## src/rtl/display_scanner.sv

```systemverilog
// display_scanner: multiplexed 7-segment scanner for NUM_DIGITS BCD digits.
// Each digit is driven for SCAN_DIV clocks. The digits are snapshotted once per
// frame so that a display never shows a mix of two different values.
// Optional blink feature: define DISPLAY_BLINK_EN to blank the masked digits on
// alternating groups of BLINK_FRAMES frames.
module display_scanner #(
    parameter int NUM_DIGITS   = 6,
    parameter int SCAN_DIV     = 1000,
    parameter int BLINK_FRAMES = 32
) (
    input  logic                    clk,
    input  logic                    rst,
    input  logic                    en,
    input  logic [4*NUM_DIGITS-1:0] digits,
    input  logic [NUM_DIGITS-1:0]   blink_mask,
    output logic [6:0]              seg,
    output logic [NUM_DIGITS-1:0]   an,
    output logic                    frame_done
);

    localparam int PW = $clog2(SCAN_DIV);
    localparam int IW = $clog2(NUM_DIGITS);

    logic [PW-1:0]           p;
    logic [IW-1:0]           idx;
    logic [4*NUM_DIGITS-1:0] snap;
    logic                    p_wrap;
    logic                    last_digit;
    logic [3:0]              cur_bcd;
    logic [NUM_DIGITS-1:0]   one_hot;
    logic [6:0]              seg_dec;
    logic                    blank;

    assign p_wrap     = (p == PW'(SCAN_DIV - 1));
    assign last_digit = (idx == IW'(NUM_DIGITS - 1));
    // The pulse is gated by en so that a stalled wrap cycle never reports a frame end.
    assign frame_done = rst & en & p_wrap & last_digit;

    // Prescaler, digit index and per-frame snapshot of the incoming digits.
    always_ff @(posedge clk or negedge rst) begin
        if (!rst) begin
            p    <= '0;
            idx  <= '0;
            snap <= '0;
        end else if (en) begin
            if (p_wrap) begin
                p <= '0;
                if (last_digit) begin
                    idx  <= '0;
                    snap <= digits;
                end else begin
                    idx <= idx + IW'(1);
                end
            end else begin
                p <= p + PW'(1);
            end
        end
    end

    // Select the snapshot nibble and anode position for the current digit.
    always_comb begin
        cur_bcd = 4'd0;
        one_hot = '0;
        for (int k = 0; k < NUM_DIGITS; k++) begin
            if (idx == IW'(k)) begin
                cur_bcd    = snap[4*k +: 4];
                one_hot[k] = 1'b1;
            end
        end
    end

    // BCD to segment decode; codes 10..15 blank the digit.
    always_comb begin
        seg_dec = 7'h00;
        case (cur_bcd)
            4'd0:    seg_dec = 7'h3F;
            4'd1:    seg_dec = 7'h06;
            4'd2:    seg_dec = 7'h5B;
            4'd3:    seg_dec = 7'h4F;
            4'd4:    seg_dec = 7'h66;
            4'd5:    seg_dec = 7'h6D;
            4'd6:    seg_dec = 7'h7D;
            4'd7:    seg_dec = 7'h07;
            4'd8:    seg_dec = 7'h7F;
            4'd9:    seg_dec = 7'h6F;
            default: seg_dec = 7'h00;
        endcase
    end

`ifdef DISPLAY_BLINK_EN
    logic [7:0] frame_cnt;
    logic       phase;
    logic       cur_mask;

    // Pick the blink mask bit of the digit being scanned.
    always_comb begin
        cur_mask = 1'b0;
        for (int k = 0; k < NUM_DIGITS; k++) begin
            if (idx == IW'(k)) begin
                cur_mask = blink_mask[k];
            end
        end
    end

    // Count completed frames and flip the blink phase every BLINK_FRAMES of them.
    always_ff @(posedge clk or negedge rst) begin
        if (!rst) begin
            frame_cnt <= 8'd0;
            phase     <= 1'b0;
        end else if (frame_done) begin
            if (frame_cnt == 8'(BLINK_FRAMES - 1)) begin
                frame_cnt <= 8'd0;
                phase     <= ~phase;
            end else begin
                frame_cnt <= frame_cnt + 8'd1;
            end
        end
    end

    assign blank = phase & cur_mask;
`else
    logic unused_blink;

    assign unused_blink = ^{blink_mask, 8'(BLINK_FRAMES)};
    assign blank        = 1'b0;
`endif

    // Registered outputs follow the digit index one clock later and hold with en low.
    always_ff @(posedge clk or negedge rst) begin
        if (!rst) begin
            an  <= '1;
            seg <= 7'h00;
        end else if (en) begin
            an  <= ~one_hot;
            seg <= blank ? 7'h00 : seg_dec;
        end
    end

endmodule

```

## config.mk

```make
export PLATFORM = sky130hd
export DESIGN_NAME = display_scanner
export DESIGN_NICKNAME = d
export VERILOG_FILES = /design/src/rtl/display_scanner.sv
export SDC_FILE = /design/constraint.sdc
export NUM_CORES = 1
export LEC_CHECK = 0
export ABC_AREA = 0
export CORE_MARGIN = 1.5
export CORE_UTILIZATION = 45
export DETAILED_ROUTE_END_ITERATION = 10
export PLACE_DENSITY = 0.7
export SLEW_MARGIN = 20
export SYNTH_ARGS = -nofsm -noshare
export SYNTH_HDL_FRONTEND = slang
export SYNTH_SLANG_ARGS = --single-unit
```

## constraint.sdc

```tcl
create_clock -name clk -period 2.8 [get_ports clk]
set_clock_uncertainty 0.05 [all_clocks]
set_input_delay 0.56 -clock clk [delete_from_list [all_inputs] [get_ports clk]]
set_output_delay 0.56 -clock clk [all_outputs]
set_load 0.05 [all_outputs]
```

* Yosys cells after proc, flatten, opt, wreduce, memory -nomap -nowiden *
Memories as Yosys holds them, arrays and structs flattened. A register that Yosys moved wholly into a read port is not among the register bits.
Cells that the tools add are included.

word-level totals
  register bits = 43
  memory bits (read-only) = 112
  bits of input ports = 33
  output and inout bits = 14
  memories kept = 1

memories
  memory           words  width  rd ports  clocked after Yosys merged registers in  wr ports  line  RTL
  (no name shown)  16     7      1         1                                        0         75    case (cur_bcd)

operators by class
  $add $sub $neg = 2
  eq/ne operators = 6
  mux-type cells = 14
  bitwise gates (word level) = 4
  reduce and logical (&&, ||, !) cells = 4

operators with widths
  kind                   number
  $mux 4                 6
  $add 10x1->10 const B  1
  $eq 10x10->1 const B   1
  $mux 10                1
  $eq 3x2->1 const B     2
  $eq 3x3->1 const B     2
  $mux 1                 6
  $not 6->6              1
  $add 3x1->3 const B    1
  $and 1x1->1            3
  $eq 3x1->1 const B     1
  $logic_not 3->1        1
  $mux 3                 1
  $reduce_and 3->1       1
  $reduce_and 2->1       1
  $logic_not 1->1        1

* Logic depth before layout (Yosys ltp) *
Gate-level depths: netlist of the first run.

  depth in word-level cells = 7
  gate-level depth with buffers = 12
  depth with buffers taken out = 10

* Worst setup path before layout of the first run *
No wires, ideal clock.

  kind = flip-flop to output port
  from = reg p[0]
  to = out frame_done
  arrival = 1.958 ns
  required time = 2.190 ns
  slack = 0.232 ns
  cell stages (with the launch flop) = 10
  path buffers = 3
  cells stage by stage = dfrtp_1 > ha_1 > nand4bb_1 > nor2_1 > and3_1 > buf_6 > and3_4 > buf_6 > buf_6 > and2_1

on the way
  cells in the longest elaborated chain, start to end = 3

RTL lines
  what                      line  RTL
  start: declaration        24    logic [PW-1:0] p;
  start signal: assignment  55    p <= p + PW'(1);
  $eq 10x10->1              34    assign p_wrap = (p == PW'(SCAN_DIV - 1));
  $and 1x1->1 (2 in a row)  37    assign frame_done = rst & en & p_wrap & last_digit;
  end: declaration          18    output logic frame_done

No other way between the ends.

* Final worst setup path of the first run *
Ends and elaborated chain as after synthesis.

==> results of run 1 <==
[sequential cells by signal, indices dropped and copies added (netlist names)]
name / count
snap: 24
p: 10
an: 6
idx: 3
seg: 7
[area by class of cell]
class	instances	area, sq um
Clock buffer	7	86.33
Clock inverter	1	8.758
Fill cell	500	2372
Inverter	9	33.78
Multi-Input combinational cell	158	1176
Sequential cell	50	1259
Tap cell	72	90.09
Timing Repair Buffer	50	480.5
[where the power goes]
group / switching [mW] / total (mW) / leakage, nW / internal, mW
combinational: 0.0707 / 0.151 / 0.749 / 0.0806
clock: 0.242 / 0.446 / 0.0489 / 0.205
sequential: 0.0440 / 0.805 / 0.631 / 0.761
[per-layer routing]
| layer | track usage | wire length, um | up-vias |
|---|---|---|---|
| met4 | 0.04286 | 32 | 0 |
| met1 | 0.2211 | 2216 | 893 |
| met5 | 0 | 0 | - |
| met2 | 0.2957 | 2472 | 37 |
| li1 | - | - | 894 |
| met3 | 0.04186 | 185 | 4 |
[cell usage in the layout (no fill, tap or decap), drive strengths merged, types with 2 or more instances in the layout]
cell	count
dfrtp	44
clkdlybuf4s50	38
mux2	26
nor2	24
nand2	14
buf	12
o21ai	11
inv	10
ha	8
clkbuf	7
mux2i	6
a31oi	6
dfstp	6
nand3	5
nand4	5
nor2b	4
xor2	4
xnor2	4
a21oi	4
o21a	3
nand2b	3
nor3b	3
and3	3
o211ai	2
and3b	2
a211oi	2
o221a	2
and2	2
a31o	2
or2	2
[worst register-to-register path: stages (launching register included)]
cell and delay (ns):
dfrtp_1 0.40, and2_1 0.15, ha_1 0.26, nor2_1 0.22, o21ai_0 0.12, o221a_2 0.31, inv_1 0.10, ha_1 0.24
nand2_1 0.07, nand2_1 0.06, a31o_1 0.23
[logic make-up (layout without fill, tap and decap cells)]
group,after synthesis,count (layout),share of synthesized area
AO/OA/AOI/OAI,38,38,0.1091
XOR/XNOR,8,8,0.02726
multiplexers,32,32,0.1373
buffers and inverters,23,67,0.05257
flip-flops,50,50,0.4898
AND/OR/NAND/NOR,72,72,0.1451
adder cells (fa/ha/maj),8,8,0.03895
[worst min-delay path by stage]
| stage | start | endpoint | slack (ns) | cells past startpoint |
|---|---|---|---|---|
| after detailed placement | an[3] | an[3] | 0.42 | 2 |
| after floorplan | rst | idx[0] | 0.21 | 0 |
| after CTS | rst | p[6] | 0.38 | 2 |
| after global routing | rst | p[6] | 0.39 | 2 |
| final | rst | p[7] | 0.35 | 2 |
| after global placement | an[3] | an[3] | 0.41 | 2 |
==> reports/results.ini, run 1 <==
[outcome]
status = complete, no violations

[synthesis]
synth_top_area_share = 0.4284
syn-num-nets = 272
syn_inst = 231
synth_ff_type = dfrtp_1
synth_area_leaders = dfrtp_1 43%, mux2_2 11%, dfstp_2 6.1%
async_reset_ff_frac = 1.000
netlist_top_cells_count = 44 x dfrtp_1, 24 x mux2_2, 24 x nor2_1
ys_ff_latch = 50
yosysMostFrequentCell = dfrtp_1
synth_cell_types = 48
yosys_warnings = 0
synth_edf_count = 0
yosysSeqAreaShare = 0.4898
syn_avg_cell_area_sq_um = 11.13
syn_area_sq_um = 2570
synth_top_area_cell = dfrtp_1

[sta]
hold_ws_ns = 0.3542
fmax_mhz = 379.0
final.setup.tns_ns = 0
finalCritPeriodShare = 0.9424
worst_slack_ns = 0.1614
maxSlewViolCount = 0
period_needed_ns = 2.639
rsz0062_at_grt = no
setup_viol_count_final = 0
maxSlewHeadroom = 0.5813
worst_pin_slew_ns = 0.6281
hold_viol_final = 0

[worst_setup_path]
cp_num_buf_inv = 1
r2r-end = seg[3]
path_class = flop to output pin
start_kind = flop
worst_path_max_delay_cell = dfrtp_1
crit_family = simple AND/OR/NAND/NOR gates
cp.depth = 7
cp_max_fo = 4
path_cells = ha_1 > nand4bb_1 > nor2_1 > and3_1 > and3_4 > and2_1 > buf_12
endpoint_kind = output pin
r2r_cells = 10
worstSetupEndpoint = frame_done
critical_path.max_stage_delay_ns = 0.40
cp.required_ns = 2.19
r2r-start = idx[0]
crit_start = p[0]
critPathArrivalTime_ns = 2.03
rrSetupSlack_ns = 0.48

[global_route]
grt_pass1_wl_um = 8411
grt_use_total = 0.1736
grt.overflow.total = 0
grt_max_degree = 51
antenna_found_initial = 0
grt_pass1_vias = 1843

[min_path]
min_path_type = input pin to async pin

[floorplanning]
initial_core_util = 0.4667
io_pins = 47
die_area_sq_um = 6173
die_width_um = 78.57
core_sq_um = 5507
rows = 27
die_y_um = 78.57

[clock_tree]
cts_root_buf = clkbuf_8
tritoncts = built
clk_pin_slew_ns = 0.10
cts_hold_buf = 0
clock-sinks = 50
post_cts_buffers = 0
htree_levels = 2
clockBufferDepth = 2
postCtsResizedCells = 0
clk_latency_ns = 0.30
cts_buffers = 5

[cells_and_area]
fin_cells = 347
stdcell_area_sq_um = 3134
final_util = 0.5692
insertedDiodeCount = 0
fin_nets = 315
drive_above_1_share = 0.2145
area_delta_synth_final_pct = 21.96

[routing]
viasPerCell = 5.268
drc = 0
avgRoutedWirePerCell_um = 14.14
vias = 1828
wl_um = 4906
detail-route-antenna-nets = 0
dr.pass1.iters = 4
drtIter0Drc = 94

[pwr]
power_density_nw_per_um2 = 447.6
finalPower_mw = 1.403
power.leakage_nw = 1.428
peakVddDrop_v = 0.0002665

[run]
cap_violations = 0

[placed_design]
place_inst = 339
dp_slack_ns = 0.3926
io_buffers = 40
routabilityCongestion = 0.7532
dp.final_hpwl_um = 3545
dpl-instance-area_sq_um = 3039

(Power assumes the default switching activity.)
==> inputs of run 2 (changes only) <==
--- a/config.mk
+++ b/config.mk
@@ -8,7 +8,9 @@
 export ABC_AREA = 0
 export CORE_MARGIN = 1.5
 export CORE_UTILIZATION = 45
+export CTS_CLUSTER_DIAMETER = 150
 export DETAILED_ROUTE_END_ITERATION = 10
+export GPL_ROUTABILITY_DRIVEN = 0
 export PLACE_DENSITY = 0.7
 export SLEW_MARGIN = 20
 export SYNTH_ARGS = -nofsm -noshare
==> results of run 2 <==
No change in the layout: final DEF, timing and power equal those of run 1.
==> inputs of run 3 (changes only) <==
--- a/config.mk
+++ b/config.mk
@@ -10,7 +10,6 @@
 export CORE_UTILIZATION = 45
 export CTS_CLUSTER_DIAMETER = 150
 export DETAILED_ROUTE_END_ITERATION = 10
-export GPL_ROUTABILITY_DRIVEN = 0
 export PLACE_DENSITY = 0.7
 export SLEW_MARGIN = 20
 export SYNTH_ARGS = -nofsm -noshare
==> results of run 3 <==
No change in the layout: final DEF, timing and power equal those of run 1.
